==> src/rtl/expander_driver.sv <==
// Serial transmitter for a shift-register port expander.
// Sends one word per strobe, MSB first, using generated sclk_o/ncs_o.
module expander_driver #(
  parameter int width    = 48,
  parameter int half_div = 2
) (
  input  logic             clk_i,
  input  logic             rst_i,
  input  logic [width-1:0] dat_i,
  input  logic             stb_i,
  output logic             busy_o,
  output logic             done_o,
  output logic             sclk_o,
  output logic             ncs_o,
  output logic             sdat_o
);

  localparam int HCW = (half_div > 1) ? $clog2(half_div) : 1;
  localparam int BCW = $clog2(width);
  localparam logic [HCW-1:0] HALF_LAST = HCW'(half_div - 1);
  localparam logic [BCW-1:0] BIT_LAST  = BCW'(width - 1);

  typedef enum logic [1:0] {IDLE, SHIFT, HOLD, GAP} state_t;

  state_t           state_reg;
  logic [width-1:0] shift_reg;
  logic [HCW-1:0]   half_cnt_reg;
  logic [BCW-1:0]   bit_cnt_reg;
  logic             busy_reg;
  logic             done_reg;
  logic             sclk_reg;
  logic             ncs_reg;

  always_ff @(posedge clk_i or posedge rst_i) begin
    if (rst_i) begin
      state_reg    <= IDLE;
      shift_reg    <= '0;
      half_cnt_reg <= '0;
      bit_cnt_reg  <= '0;
      busy_reg     <= 1'b0;
      done_reg     <= 1'b0;
      sclk_reg     <= 1'b0;
      ncs_reg      <= 1'b1;
    end else begin
      done_reg <= 1'b0;
      case (state_reg)
        IDLE: begin
          if (stb_i) begin
            shift_reg    <= dat_i;
            half_cnt_reg <= '0;
            bit_cnt_reg  <= '0;
            sclk_reg     <= 1'b0;
            ncs_reg      <= 1'b0;
            busy_reg     <= 1'b1;
            state_reg    <= SHIFT;
          end
        end
        SHIFT: begin
          if (half_cnt_reg != HALF_LAST) begin
            half_cnt_reg <= half_cnt_reg + 1'b1;
          end else begin
            half_cnt_reg <= '0;
            if (!sclk_reg) begin
              sclk_reg <= 1'b1;
            end else begin
              // Data moves only on the falling edge, giving h cycles of setup and hold.
              sclk_reg <= 1'b0;
              if (bit_cnt_reg == BIT_LAST) begin
                state_reg <= HOLD;
              end else begin
                bit_cnt_reg <= bit_cnt_reg + 1'b1;
                shift_reg   <= {shift_reg[width-2:0], 1'b0};
              end
            end
          end
        end
        HOLD: begin
          if (half_cnt_reg != HALF_LAST) begin
            half_cnt_reg <= half_cnt_reg + 1'b1;
          end else begin
            half_cnt_reg <= '0;
            ncs_reg      <= 1'b1;
            state_reg    <= GAP;
          end
        end
        GAP: begin
          if (half_cnt_reg != HALF_LAST) begin
            half_cnt_reg <= half_cnt_reg + 1'b1;
          end else begin
            half_cnt_reg <= '0;
            busy_reg     <= 1'b0;
            done_reg     <= 1'b1;
            state_reg    <= IDLE;
          end
        end
        default: state_reg <= IDLE;
      endcase
    end
  end

  assign busy_o = busy_reg;
  assign done_o = done_reg;
  assign sclk_o = sclk_reg;
  assign ncs_o  = ncs_reg;
  assign sdat_o = shift_reg[width-1];

endmodule
==> config.mk <==
export PLATFORM = sky130hd
export DESIGN_NAME = expander_driver
export DESIGN_NICKNAME = d
export VERILOG_FILES = /design/src/rtl/expander_driver.sv
export SDC_FILE = /design/constraint.sdc
export NUM_CORES = 1
export LEC_CHECK = 0
export CORE_AREA = 5 5 98 100
export CTS_CLUSTER_DIAMETER = 60
export DETAILED_ROUTE_END_ITERATION = 8
export DIE_AREA = 0 0 103 105
export GPL_TIMING_DRIVEN = 0
export PLACE_DENSITY = 0.56
export SLEW_MARGIN = 20
export SYNTH_ARGS = -nofsm -noshare
export SYNTH_HDL_FRONTEND = slang
export SYNTH_SLANG_ARGS = --single-unit
==> constraint.sdc <==
create_clock -name clk_i -period 6.2 [get_ports clk_i]
set_clock_uncertainty 0.2 [all_clocks]
set_input_delay 0.93 -clock clk_i [delete_from_list [all_inputs] [get_ports clk_i]]
set_output_delay 0.93 -clock clk_i [all_outputs]
set_load 0.05 [all_outputs]
==> run summary <==
The run finished with clean final reports. Across the VDD grid, the largest voltage drop is 0.000170 V. Largest net degree at the start of global routing: 44. The tools report the post-DP HPWL as 4.47 mm.

The run gives 8590 µm² as the area inside the core boundary. Start point of the worst hold path: shift_reg[18]$_DFFE_PP0P_. In the global route stage, met3 resource usage came out at 2.86%.

After detailed routing, the average wire length per cell comes to 13.9 µm. The gate count of the mapped netlist came out at 283. The tree built by TritonCTS fans out to 61 sinks. A synthesized cell averages 10.3 µm². met1 is the most crowded layer. The post-layout minimum cycle time works out to 2800 ps.

For this run, the leading register cell type out of synthesis is sky130_fd_sc_hd__dfrtp_1. After global routing the overflow that remains totals 0. The area taken by flip-flops and latches came out at 1530 µm². 56 I/O pins were placed. Fill cells in the final layout number 851.

The total power divided by cell area is 493 nW/µm². The register with the most flip-flops in the layout has 48 of them. The maximum buffer depth of the clock tree came out at 2.

Clock-pin slew was measured on the worst setup and hold paths at 70 ps. The tools report the worst reg2reg path startpoint as state_reg[1]$_DFFE_PP0P_. Global routing consumed, on the met2 layer, 17.6% of the routing resources. The tools report the number of buffers inserted to repair setup after CTS as 0.

Measured along the y axis, the die boundary spans 105 µm. Using the TritonRoute via totals, the vias-per-cell ratio works out to 4.81. In this run, the number of DRC markers left after iteration 0 of detailed routing was 86.

For the via count of the first global-routing pass, the log shows 2296. The share of cells above drive strength 1 was 10.1%; the setup slack after layout was 3400 ps. Setup repair after global routing left no endpoint under its margin.

STA classifies the critical path startpoint as a flop. After synthesis, the share of flip-flops with an asynchronous set or reset is 100%. The logs give 36.4% for the sequential power share and 34 for the total number of placement rows. In this run, synthesis produced a sequential element count of 61.

The number of setup violations in the final report was 0; the number of diodes was 0. The reported net switching power was 0.000742 W. Yosys printed 0 warnings.

For this configuration, the core starts out at a cell density of 34.0%. The die covers 10800 µm². The run gives 340 as the net count of the mapped netlist. Element type at the critical path end: a primary output.

After synthesis, the netlist uses 28 different library cells. In the final layout, the multi-input gates occupy 1290 µm². Based on the critical path, the design can be clocked at up to 357 MHz. In this run the worst hold path is classified as flop to flop.

The max-slew violation count was 0; the die boundary width was 103 µm. The logs give 0 ps for the setup TNS and 18.6% for the proportion of power drawn by the clock network. The H-tree was split into 3 levels. The global-route wire length before repair came out at 10.9 mm. Sorting the synthesized cells by how often they occur yields sky130_fd_sc_hd__dfrtp_1 (60), sky130_fd_sc_hd__nand2_1 (56), sky130_fd_sc_hd__o21ai_0 (52), sky130_fd_sc_hd__mux2i_1 (49), sky130_fd_sc_hd__buf_2 (12). The area growth from synthesis to layout is 31.1%. The final cell utilization of the core was 44.6%.

Cell internal power was estimated by the tool at 0.00115 W. The worst setup path is of the flop to primary output kind. Pre-CTS setup slack: 3330 ps.

The remaining antenna violation count came out at 0. The worst-case headroom to the max-slew limit was 55.4%. The signal on the critical path passes through clkdlybuf4s50_1. The total buffers and inverters traversed by the critical path is 1. The routed layout has 2227 vias. Yosys attributes the largest share of cell area to sky130_fd_sc_hd__dfrtp_1 (51%), sky130_fd_sc_hd__mux2i_1 (17%), sky130_fd_sc_hd__o21ai_0 (8.9%).

For the met1 global-route usage, the log shows 18.4%. Buffer cell driving the clock tree root: sky130_fd_sc_hd__clkbuf_8. The transition time at the pin with the least slew margin was 669 ps; the count of buffers inserted at the top-level ports was 55.

The TritonCTS buffer count was 9; the cell leakage power was 1.67 nW. The sequential area share after synthesis was 52.2%; the final-report hold violation count was 0. The tools report the number of antenna violations at the first check in global routing as 0. The synthesized design contains 0 enable-type register cells. The run gives 6.42 mm as the total wirelength of the detailed-routed design.

The category of cells accounting for the largest share of critical-path delay was buffers and inverters. Combinational logic burns 45.0% of the power. The routability congestion estimate was 0.746; the arrival time of the worst setup path was 1670 ps.

The clock reaches the later pin of the worst-skew pair after 330 ps. For this run, the post-layout net count is 407. The most critical setup path has its startpoint at ncs_o$_DFFE_PP1P_. The biggest cell delay along the critical path was 800 ps. The largest individual stage delay along the critical path comes from the cell sky130_fd_sc_hd__clkdlybuf4s50_1.

The switching share of power is 39.3%, and the number of design rule violations left after detail routing is 0. The final critical path takes up 45.1% of the cycle. The share of Yosys cell area claimed by the top area cell type came out at 51.3%.

The synthesized design spends more area on one cell type than any other, namely sky130_fd_sc_hd__dfrtp_1. Overall power consumption after layout is estimated at 0.00189 W. The tool flagged a number of max-cap violations equal to 0. TritonCTS built the clock tree.

The first detailed-routing pass took 4 iterations. Hold repair after CTS inserted 0 buffers. In this run the cell area of the synthesized design comes to 2920 µm². Overall track demand over capacity in global routing: 12.7%. The data required time of the worst path was 5070 ps; the post-cts sizing count was 0.

Of all nets on the critical path, the largest fanout is 3. The most frequent cell after synthesis is sky130_fd_sc_hd__dfrtp_1.
-- cells by family after synthesis --
| group | Yosys count | synth area share [%] |
|---|---|---|
| flops | 61 | 52.2 |
| buf+inv | 22 | 3.59 |
| mux | 53 | 18.4 |
| compound gates | 64 | 12.0 |
| fa+ha+maj | 6 | 2.57 |
| simple gates | 77 | 11.1 |
-- through the flow --
stage / hold slack [ps] / instance area, µm² / instances
floorplan: 250 / 2920 / 283
global placement: 261 / 3610 / 446
detailed placement: 270 / 3640 / 447
CTS: 285 / 3830 / 463
global route: 305 / 3830 / 463
finish: 282 / 3830 / 463
-- cells in the final DEF, fill, tap and decap left out, drive strengths merged --
master / count
clkbuf: 16
clkinvlp: 1
mux2i: 49
nand3b: 1
clkinv: 2
a21oi: 3
o21ai: 53
nor2: 7
or4b: 2
inv: 4
o211ai: 2
o2111ai: 1
nand3: 6
ha: 6
nand2b: 3
nand2: 56
o2bb2ai: 1
dfrtp: 60
clkdlybuf4s50: 55
a31oi: 1
bufinv: 1
mux2: 4
a22o: 2
and2: 2
dfstp: 1
buf: 15
a21bo: 1
-- worst paths after layout --
kind / end / slack (ps) / cells after the start
hold / removal: shift_reg[18]$_DFFE_PP0P_ / 280 / 2
min in group asynchronous: shift_reg[23]$_DFFE_PP0P_ / 690 / 2
hold reg to reg: shift_reg[18]$_DFFE_PP0P_ / 280 / 2
setup reg to reg: shift_reg[17]$_DFFE_PP0P_ / 3940 / 8
max in group asynchronous: ncs_o$_DFFE_PP1P_ / 4540 / 3
setup / recovery: ncs_o / 3400 / 1
-- power by group through the flow --
stage / clock network [W] / logic (W) / registers [W]
2_1_floorplan: 0 / 0.000613 / 0.000710
3_3_place_gp: 0 / 0.000846 / 0.000691
3_5_place_dp: 0 / 0.000869 / 0.000696
4_1_cts: 0.000362 / 0.000870 / 0.000690
5_1_grt: 0.000382 / 0.000977 / 0.000711
6_report: 0.000351 / 0.000850 / 0.000689
-- final cells by class --
class	instances	share of cell area, %
clock inverter	4	1.24
sequential	61	39.9
tap	108	3.53
buffer	18	2.35
multi-input combinational	200	33.7
clock buffer	12	3.79
inverter	4	0.457
timing repair buffer	56	15.1
-- layer usage --
metal,up-vias,part of all wire [%]
met4,0,1.9
met5,-,0
li1,1111,-
met3,10,5.5
met2,49,42
met1,1057,51
Power figures use the tool's default switching activity.
